--- src/rtl/e203_sysper_dma_if.sv ---
// ICB command/response bundle shared by the sysper responder port and the copy-engine initiator port.
// The master modport is the side that issues commands; slave is the side that answers them.
interface e203_sysper_dma_if #(
  parameter int AW = 32
);
  logic          cmd_valid;
  logic          cmd_ready;
  logic          cmd_read;
  logic [AW-1:0] cmd_addr;
  logic [31:0]   cmd_wdata;
  logic [3:0]    cmd_wmask;
  logic          rsp_valid;
  logic          rsp_ready;
  logic          rsp_err;
  logic [31:0]   rsp_rdata;

  modport master (
    output cmd_valid, cmd_read, cmd_addr, cmd_wdata, cmd_wmask, rsp_ready,
    input  cmd_ready, rsp_valid, rsp_err, rsp_rdata
  );

  modport slave (
    input  cmd_valid, cmd_read, cmd_addr, cmd_wdata, cmd_wmask, rsp_ready,
    output cmd_ready, rsp_valid, rsp_err, rsp_rdata
  );
endinterface

--- src/rtl/e203_sysper_dma.sv ---
// Sysper-bus register block driving a one-word-at-a-time ICB copy engine (read, then write, per word).
// Optional completion interrupt is built in when E203_SYSPER_DMA_IRQ_EN is defined.
module e203_sysper_dma #(
  parameter int AW = 32,
  parameter int LW = 16
) (
  input  logic              clk,
  input  logic              rst_n,
  e203_sysper_dma_if.slave  s_icb,
  e203_sysper_dma_if.master m_icb,
  output logic              irq
);
  typedef enum logic [2:0] {IDLE, RD_CMD, RD_RSP, WR_CMD, WR_RSP} state_t;
  state_t state_reg, state_next;

  logic [AW-1:0] src_reg, dst_reg, cur_src_reg, cur_dst_reg;
  logic [LW-1:0] len_reg, cnt_reg;
  logic [31:0]   buf_reg, s_rdata_reg, rd_data;
  logic          done_reg, err_reg, s_rsp_valid_reg, ie_bit;
  logic          busy, s_hs, s_wr, ctrl_wr, start, start_job;
  logic          m_rsp_hs, abort, finish;
  logic [1:0]    reg_sel;
  logic          unused_bits;

  assign busy      = (state_reg != IDLE);
  assign reg_sel   = s_icb.cmd_addr[3:2];
  assign s_icb.cmd_ready = ~s_rsp_valid_reg | s_icb.rsp_ready;
  assign s_hs      = s_icb.cmd_valid & s_icb.cmd_ready;
  assign s_wr      = s_hs & ~s_icb.cmd_read;
  assign ctrl_wr   = s_wr & (reg_sel == 2'd3);
  assign start     = ctrl_wr & s_icb.cmd_wdata[0] & ~busy;
  assign start_job = start & (len_reg != '0);

  // rsp_ready is only high in the two RSP states, so a response handshake implies one of them
  assign m_rsp_hs = m_icb.rsp_valid & m_icb.rsp_ready;
  assign abort    = m_rsp_hs & m_icb.rsp_err;
  assign finish   = m_rsp_hs & ~m_icb.rsp_err & (state_reg == WR_RSP) & (cnt_reg == LW'(1));

  // Byte masks and the address bits outside the register decode carry no meaning here
  assign unused_bits = ^{s_icb.cmd_wmask, s_icb.cmd_addr[AW-1:4], s_icb.cmd_addr[1:0]};

  always_ff @(posedge clk or negedge rst_n) begin
    if (!rst_n) state_reg <= IDLE;
    else        state_reg <= state_next;
  end

  // Master outputs decode from state only, so an async reset drops cmd_valid immediately
  always_comb begin
    state_next        = state_reg;
    m_icb.cmd_valid   = 1'b0;
    m_icb.cmd_read    = 1'b0;
    m_icb.cmd_addr    = cur_dst_reg;
    m_icb.cmd_wdata   = buf_reg;
    m_icb.cmd_wmask   = 4'hF;
    m_icb.rsp_ready   = 1'b0;
    case (state_reg)
      IDLE: if (start_job) state_next = RD_CMD;
      RD_CMD: begin
        m_icb.cmd_valid = 1'b1;
        m_icb.cmd_read  = 1'b1;
        m_icb.cmd_addr  = cur_src_reg;
        if (m_icb.cmd_ready) state_next = RD_RSP;
      end
      RD_RSP: begin
        m_icb.rsp_ready = 1'b1;
        if (m_icb.rsp_valid) state_next = m_icb.rsp_err ? IDLE : WR_CMD;
      end
      WR_CMD: begin
        m_icb.cmd_valid = 1'b1;
        if (m_icb.cmd_ready) state_next = WR_RSP;
      end
      WR_RSP: begin
        m_icb.rsp_ready = 1'b1;
        if (m_icb.rsp_valid)
          state_next = (m_icb.rsp_err || cnt_reg == LW'(1)) ? IDLE : RD_CMD;
      end
      default: state_next = IDLE;
    endcase
  end

  always_ff @(posedge clk or negedge rst_n) begin
    if (!rst_n) begin
      cur_src_reg <= '0;
      cur_dst_reg <= '0;
      cnt_reg     <= '0;
      buf_reg     <= '0;
    end else begin
      if (start_job) begin
        cur_src_reg <= src_reg;
        cur_dst_reg <= dst_reg;
        cnt_reg     <= len_reg;
      end
      if (state_reg == RD_RSP && m_icb.rsp_valid) buf_reg <= m_icb.rsp_rdata;
      if (state_reg == WR_RSP && m_icb.rsp_valid && !m_icb.rsp_err) begin
        cur_src_reg <= cur_src_reg + AW'(4);
        cur_dst_reg <= cur_dst_reg + AW'(4);
        cnt_reg     <= cnt_reg - LW'(1);
      end
    end
  end

  // Job setup registers are frozen while a copy runs; the access is still answered
  always_ff @(posedge clk or negedge rst_n) begin
    if (!rst_n) begin
      src_reg <= '0;
      dst_reg <= '0;
      len_reg <= '0;
    end else if (s_wr && !busy) begin
      case (reg_sel)
        2'd0:    src_reg <= s_icb.cmd_wdata[AW-1:0];
        2'd1:    dst_reg <= s_icb.cmd_wdata[AW-1:0];
        2'd2:    len_reg <= s_icb.cmd_wdata[LW-1:0];
        default: ;
      endcase
    end
  end

  // START clears stale status, so it outranks a DONE/ERR clear carried in the same write
  always_ff @(posedge clk or negedge rst_n) begin
    if (!rst_n) begin
      done_reg <= 1'b0;
      err_reg  <= 1'b0;
    end else if (start) begin
      done_reg <= (len_reg == '0);
      err_reg  <= 1'b0;
    end else begin
      if (ctrl_wr && s_icb.cmd_wdata[2]) done_reg <= 1'b0;
      if (ctrl_wr && s_icb.cmd_wdata[3]) err_reg  <= 1'b0;
      if (abort) begin
        done_reg <= 1'b1;
        err_reg  <= 1'b1;
      end
      if (finish) done_reg <= 1'b1;
    end
  end

`ifdef E203_SYSPER_DMA_IRQ_EN
  logic ie_reg;
  always_ff @(posedge clk or negedge rst_n) begin
    if (!rst_n)       ie_reg <= 1'b0;
    else if (ctrl_wr) ie_reg <= s_icb.cmd_wdata[4];
  end
  assign ie_bit = ie_reg;
  // Both terms are flops, so the level follows DONE and drops on its W1C
  assign irq    = done_reg & ie_reg;
`else
  assign ie_bit = 1'b0;
  assign irq    = 1'b0;
`endif

  always_comb begin
    rd_data = '0;
    case (reg_sel)
      2'd0:    rd_data[AW-1:0] = src_reg;
      2'd1:    rd_data[AW-1:0] = dst_reg;
      2'd2:    rd_data[LW-1:0] = len_reg;
      default: rd_data[4:0]    = {ie_bit, err_reg, done_reg, busy, 1'b0};
    endcase
  end

  always_ff @(posedge clk or negedge rst_n) begin
    if (!rst_n) begin
      s_rsp_valid_reg <= 1'b0;
      s_rdata_reg     <= '0;
    end else if (s_hs) begin
      s_rsp_valid_reg <= 1'b1;
      s_rdata_reg     <= s_icb.cmd_read ? rd_data : 32'h0;
    end else if (s_icb.rsp_ready) begin
      s_rsp_valid_reg <= 1'b0;
    end
  end

  assign s_icb.rsp_valid = s_rsp_valid_reg;
  assign s_icb.rsp_err   = 1'b0;
  assign s_icb.rsp_rdata = s_rdata_reg;

endmodule

--- src/flat_wrapper.sv ---
// flat-port wrapper written by rule: the top's interface ports become plain ports
module e203_sysper_dma_flat 
#(
  parameter int AW = 32,
  parameter int LW = 16
)
  (clk, rst_n, irq, s_icb_cmd_valid, s_icb_cmd_read, s_icb_cmd_addr, s_icb_cmd_wdata, s_icb_cmd_wmask, s_icb_rsp_ready, s_icb_cmd_ready, s_icb_rsp_valid, s_icb_rsp_err, s_icb_rsp_rdata, m_icb_cmd_valid, m_icb_cmd_read, m_icb_cmd_addr, m_icb_cmd_wdata, m_icb_cmd_wmask, m_icb_rsp_ready, m_icb_cmd_ready, m_icb_rsp_valid, m_icb_rsp_err, m_icb_rsp_rdata);
  e203_sysper_dma_if #(.AW(AW)) s_icb_i ();
  e203_sysper_dma_if #(.AW(AW)) m_icb_i ();
  input  logic clk;
  input  logic rst_n;
  output logic irq;
  input wire logic [$bits(s_icb_i.cmd_valid)-1:0] s_icb_cmd_valid;
  input wire logic [$bits(s_icb_i.cmd_read)-1:0] s_icb_cmd_read;
  input wire logic [$bits(s_icb_i.cmd_addr)-1:0] s_icb_cmd_addr;
  input wire logic [$bits(s_icb_i.cmd_wdata)-1:0] s_icb_cmd_wdata;
  input wire logic [$bits(s_icb_i.cmd_wmask)-1:0] s_icb_cmd_wmask;
  input wire logic [$bits(s_icb_i.rsp_ready)-1:0] s_icb_rsp_ready;
  output wire logic [$bits(s_icb_i.cmd_ready)-1:0] s_icb_cmd_ready;
  output wire logic [$bits(s_icb_i.rsp_valid)-1:0] s_icb_rsp_valid;
  output wire logic [$bits(s_icb_i.rsp_err)-1:0] s_icb_rsp_err;
  output wire logic [$bits(s_icb_i.rsp_rdata)-1:0] s_icb_rsp_rdata;
  output wire logic [$bits(m_icb_i.cmd_valid)-1:0] m_icb_cmd_valid;
  output wire logic [$bits(m_icb_i.cmd_read)-1:0] m_icb_cmd_read;
  output wire logic [$bits(m_icb_i.cmd_addr)-1:0] m_icb_cmd_addr;
  output wire logic [$bits(m_icb_i.cmd_wdata)-1:0] m_icb_cmd_wdata;
  output wire logic [$bits(m_icb_i.cmd_wmask)-1:0] m_icb_cmd_wmask;
  output wire logic [$bits(m_icb_i.rsp_ready)-1:0] m_icb_rsp_ready;
  input wire logic [$bits(m_icb_i.cmd_ready)-1:0] m_icb_cmd_ready;
  input wire logic [$bits(m_icb_i.rsp_valid)-1:0] m_icb_rsp_valid;
  input wire logic [$bits(m_icb_i.rsp_err)-1:0] m_icb_rsp_err;
  input wire logic [$bits(m_icb_i.rsp_rdata)-1:0] m_icb_rsp_rdata;
  assign s_icb_i.cmd_valid = s_icb_cmd_valid;
  assign s_icb_i.cmd_read = s_icb_cmd_read;
  assign s_icb_i.cmd_addr = s_icb_cmd_addr;
  assign s_icb_i.cmd_wdata = s_icb_cmd_wdata;
  assign s_icb_i.cmd_wmask = s_icb_cmd_wmask;
  assign s_icb_i.rsp_ready = s_icb_rsp_ready;
  assign s_icb_cmd_ready = s_icb_i.cmd_ready;
  assign s_icb_rsp_valid = s_icb_i.rsp_valid;
  assign s_icb_rsp_err = s_icb_i.rsp_err;
  assign s_icb_rsp_rdata = s_icb_i.rsp_rdata;
  assign m_icb_cmd_valid = m_icb_i.cmd_valid;
  assign m_icb_cmd_read = m_icb_i.cmd_read;
  assign m_icb_cmd_addr = m_icb_i.cmd_addr;
  assign m_icb_cmd_wdata = m_icb_i.cmd_wdata;
  assign m_icb_cmd_wmask = m_icb_i.cmd_wmask;
  assign m_icb_rsp_ready = m_icb_i.rsp_ready;
  assign m_icb_i.cmd_ready = m_icb_cmd_ready;
  assign m_icb_i.rsp_valid = m_icb_rsp_valid;
  assign m_icb_i.rsp_err = m_icb_rsp_err;
  assign m_icb_i.rsp_rdata = m_icb_rsp_rdata;
  e203_sysper_dma #(.AW(AW), .LW(LW)) u_core (.clk(clk), .rst_n(rst_n), .s_icb(s_icb_i), .m_icb(m_icb_i), .irq(irq));
endmodule
--- config.mk ---
export PLATFORM = sky130hd
export DESIGN_NAME = e203_sysper_dma_flat
export DESIGN_NICKNAME = d
export VERILOG_FILES = /design/src/rtl/e203_sysper_dma_if.sv /design/src/rtl/e203_sysper_dma.sv /design/src/flat_wrapper.sv
export SDC_FILE = /design/constraint.sdc
export NUM_CORES = 1
export LEC_CHECK = 0
export ABC_AREA = 1
export CELL_PAD_IN_SITES_DETAIL_PLACEMENT = 0
export CELL_PAD_IN_SITES_GLOBAL_PLACEMENT = 1
export CORE_ASPECT_RATIO = 1.5
export CORE_UTILIZATION = 43
export CTS_BUF_LIST = sky130_fd_sc_hd__clkbuf_4 sky130_fd_sc_hd__clkbuf_8
export CTS_CLUSTER_DIAMETER = 60
export CTS_CLUSTER_SIZE = 16
export DETAILED_ROUTE_END_ITERATION = 8
export GPL_ROUTABILITY_DRIVEN = 0
export GPL_TIMING_DRIVEN = 0
export PLACE_DENSITY_LB_ADDON = 0.1
export SLEW_MARGIN = 20
export SYNTH_ARGS = -nofsm -noshare
export SYNTH_HDL_FRONTEND = slang
export SYNTH_SLANG_ARGS = --single-unit
--- constraint.sdc ---
create_clock -name clk -period 2.5 [get_ports clk]
set_input_delay 0.375 -clock clk [delete_from_list [all_inputs] [get_ports clk]]
set_output_delay 0.375 -clock clk [all_outputs]
set_load 0.02 [all_outputs]
==> results of run 1 <==
==> logic make-up after synthesis <==
| group | Yosys count | share of synthesized area |
|---|---|---|
| and+or+nand+nor | 923 | 0.3116 |
| DFF | 230 | 0.4650 |
| buffers and inverters | 229 | 0.07733 |
| AOI/OAI and AO/OA | 219 | 0.1038 |
| muxes | 32 | 0.02911 |
| xor gates and xnor gates | 12 | 0.008491 |
| adders and majority gates | 4 | 0.004043 |
| other | 2 | 0.0006067 |
==> per-layer routing <==
metal | vias to the layer above | track usage
met5 | - | 0
met3 | 135 | 0.03468
met4 | 0 | 0.2410
met1 | 5747 | 0.3331
li1 | 5719 | -
met2 | 468 | 0.5450
==> worst min-delay path by stage <==
stage	cells after the start	endpoint	start	slack, ns
2_1_floorplan	0	u_core.cnt_reg[0]$_DFFE_PN0P_	rst_n	0.08
3_3_place_gp	1	u_core.s_icb.rsp_rdata[4]$_DFFE_PN0P_	u_core.s_icb.rsp_rdata[4]$_DFFE_PN0P_	0.47
3_5_place_dp	1	u_core.cur_src_reg[28]$_DFFE_PN0P_	rst_n	0.37
4_1_cts	2	u_core.cur_src_reg[28]$_DFFE_PN0P_	rst_n	0.36
5_1_grt	2	u_core.cur_src_reg[28]$_DFFE_PN0P_	rst_n	0.38
6_report	2	u_core.cur_src_reg[28]$_DFFE_PN0P_	rst_n	0.34
==> per-stage QoR <==
step | total power, uW | setup TNS [ns] | area [sq um]
floorplan | 9919 | 0 | 12390
global placement | 12700 | -2115.15 | 14570
detailed placement | 12860 | -3.599 | 14630
CTS | 15250 | 0 | 15090
global route | 16160 | 0 | 15080
finish | 15200 | 0 | 15080
==> critical path: cells and delay by family, from the launching register on <==
kind / cells / cell delay, ns
buffers and inverters: 3 / 0.68
DFF: 1 / 0.44
AOI/OAI and AO/OA: 1 / 0.24
and+or+nand+nor: 1 / 0.16
==> synth_stat cells, drive strengths merged (4+ instances only) <==
master  instances  area share
clkbuf         32      0.0097
o211ai          9      0.0059
o21bai          4      0.0024
a21oi          13      0.0053
nor2          142       0.044
inv           155       0.047
nand4          14      0.0071
mux2           32       0.029
ha              4      0.0040
xnor2           5      0.0035
xor2            7      0.0050
o21ai         146       0.059
dfrtp         230        0.46
buf            42       0.021
nand2         578        0.18
a31oi           6      0.0030
a22o           32       0.023
a21o            5      0.0030
nand3         171       0.073
nand3b         11      0.0077
==> what timing repair did <==
item | CTS | global route
endpoints found under the setup margin | 34 | 27
buffers inserted | 4 | 1
hold endpoints to repair | 75 | 0
hold buffers | 1 | 0
gates resized for setup | 101 | 33
==> final cells by class <==
cell class              instances  area (sq um)  area share
multi-input cells            1196          5697      0.3777
clock inverters                 6         78.83    0.005227
flip-flops and latches        230          5757      0.3817
repair buffers                182          1822      0.1208
clock buffers                  24         311.5     0.02066
well taps                     346         432.9     0.02871
plain buffers                  74         396.6     0.02630
inverters                     155         585.6     0.03883
==> power breakdown <==
| part | switching, uW | internal [uW] |
|---|---|---|
| clock network | 1430 | 961 |
| registers | 1630 | 5180 |
| logic | 3430 | 2550 |
| total | 6500 | 8700 |
==> impl_metrics.csv, run 1 <==
group,metric,value,unit
drt,drt_iter0_drc,887,
die,die-area,29480,sq um
clocking,clkTransAtPathRegs,0.10,ns
clocking,cts-root-buf,"clkbuf_8",
critical_path,worstRegToRegCells,7,
sta,slew_violations,0,
synth,avgSynthCellArea,7.497,sq um
final_layout,diodes,0,
final_layout,layout_common_cells,"nand2_1, dfrtp_1, nand3_1",
synth,async_reset_ff_frac,1.000,
clocking,cts_buffers,20,
sta,rsz0062_at_grt,"false",
die,initial_core_util,0.4397,
place,dp_slack,-0.1925,ns
clocking,htreeDepth,1,
global_routing,grt-ovfl-total,0,
place,io_buffers,174,
critical_path,r2r-start,"u_core.state_reg[1]$_DFFE_PN0P_",
clocking,cts_tree,"built",
die,die_h,209.8,um
final_layout,nFillCells,2930,
place,placedCellCount,2177,
run_status,status,"finished, final reports clean",
sta,fin_crit_sh,0.9792,
sta,finClkSkew,0.02807,ns
final_layout,drive_above_1_share,0.08034,
sta,tightest_slew,0.7458,ns
critical_path,worstSetupEndpointType,"output pin",
sta,relSlewSlack,0.5028,
sta,fmax,408.5,MHz
sta,fin_ws,0.05209,ns
die,coreArea,28150,sq um
clocking,clk_latency,0.58,ns
clocking,cts_sinks,230,
drt,met2_length,22410,um
drt,dr.pass1.iters,6,
sta,hold_slack,0.3369,ns
global_routing,grtUsageTotal,0.3073,
drt,via_count,12070,
synth,synth_cells,1651,
global_routing,grt_max_degree,90,
drt,drc,0,
global_routing,antenna_found_initial,0,
synth,ys_seq_area_frac,0.4650,
critical_path,ff2ff_setup_slack,0.29,ns
synth,ys_ff_latch,230,
clocking,cts_buffer_depth,3,
drt,routed_wl,44890,um
sta,setup_viol,0,
die,die_x,140.5,um
synth,synth_flop_cell,"dfrtp_1",
drt,routedWlPerCell,20.28,um
critical_path,cp_slowest_stage_delay,0.44,ns
drt,wl_met1,16430,um
synth,synth_edf_count,0,
critical_path,crit_chain,"inv_2, nand3_4, buf_2, o21ai_1, clkdlybuf4s15_2",
final_layout,mostFrequentLayoutCell,"nand2_1",
critical_path,critPathLaunchType,"register",
die,rows,75,
die,ioPinCount,215,
critical_path,crit_fanout,10,
final_layout,area_growth,21.83,%
power_and_ir_drop,leakage,0.007132,uW
sta,period_needed,2.448,ns
global_routing,grt_first_pass_wirelength,67880,um
place,hpwl,34800,um
min_path,hp-class,"in2async",
flow_run,maxCapViolCount,0,
critical_path,crit_slowest_cell,"dfrtp_1",
global_routing,grt_pass1_vias,11970,
final_layout,final_core_util,0.5357,
synth,synth_cell_types,42,
drt,vias_per_cell,5.454,
critical_path,rr_endpoint,"u_core.src_reg[3]$_DFFE_PN0P_",
power_and_ir_drop,ir_worst_vdd,782.0,uV
drt,wl_met3,2208,um
final_layout,layout.cells.non_filler,2213,
synth,yosysWarningCount,0,
synth,syn_area,12380,sq um
power_and_ir_drop,powerDensity,1008,nW/um^2
drt,maxUsedRoutingLayer,"met4",
drt,detail-route-antenna-nets,0,
critical_path,critPathCapture,"m_icb_cmd_addr[11]",
critical_path,path_class,"reg2out",
critical_path,cp.required,2.12,ns
sta,hold_viol_final,0,
critical_path,crit_start,"u_core.state_reg[2]$_DFFE_PN0P_",
critical_path,crit_arrival,2.07,ns
final_layout,nNetsFinal,1971,
No activity file was read; power rests on OpenSTA's default activity.
==> run 2: changes to the inputs <==
--- a/config.mk
+++ b/config.mk
@@ -6,6 +6,7 @@
 export NUM_CORES = 1
 export LEC_CHECK = 0
 export ABC_AREA = 1
+export CAP_MARGIN = 10
 export CELL_PAD_IN_SITES_DETAIL_PLACEMENT = 0
 export CELL_PAD_IN_SITES_GLOBAL_PLACEMENT = 1
 export CORE_ASPECT_RATIO = 1.5
==> results of run 2 <==
No change in the layout: final DEF, timing and power equal those of run 1.
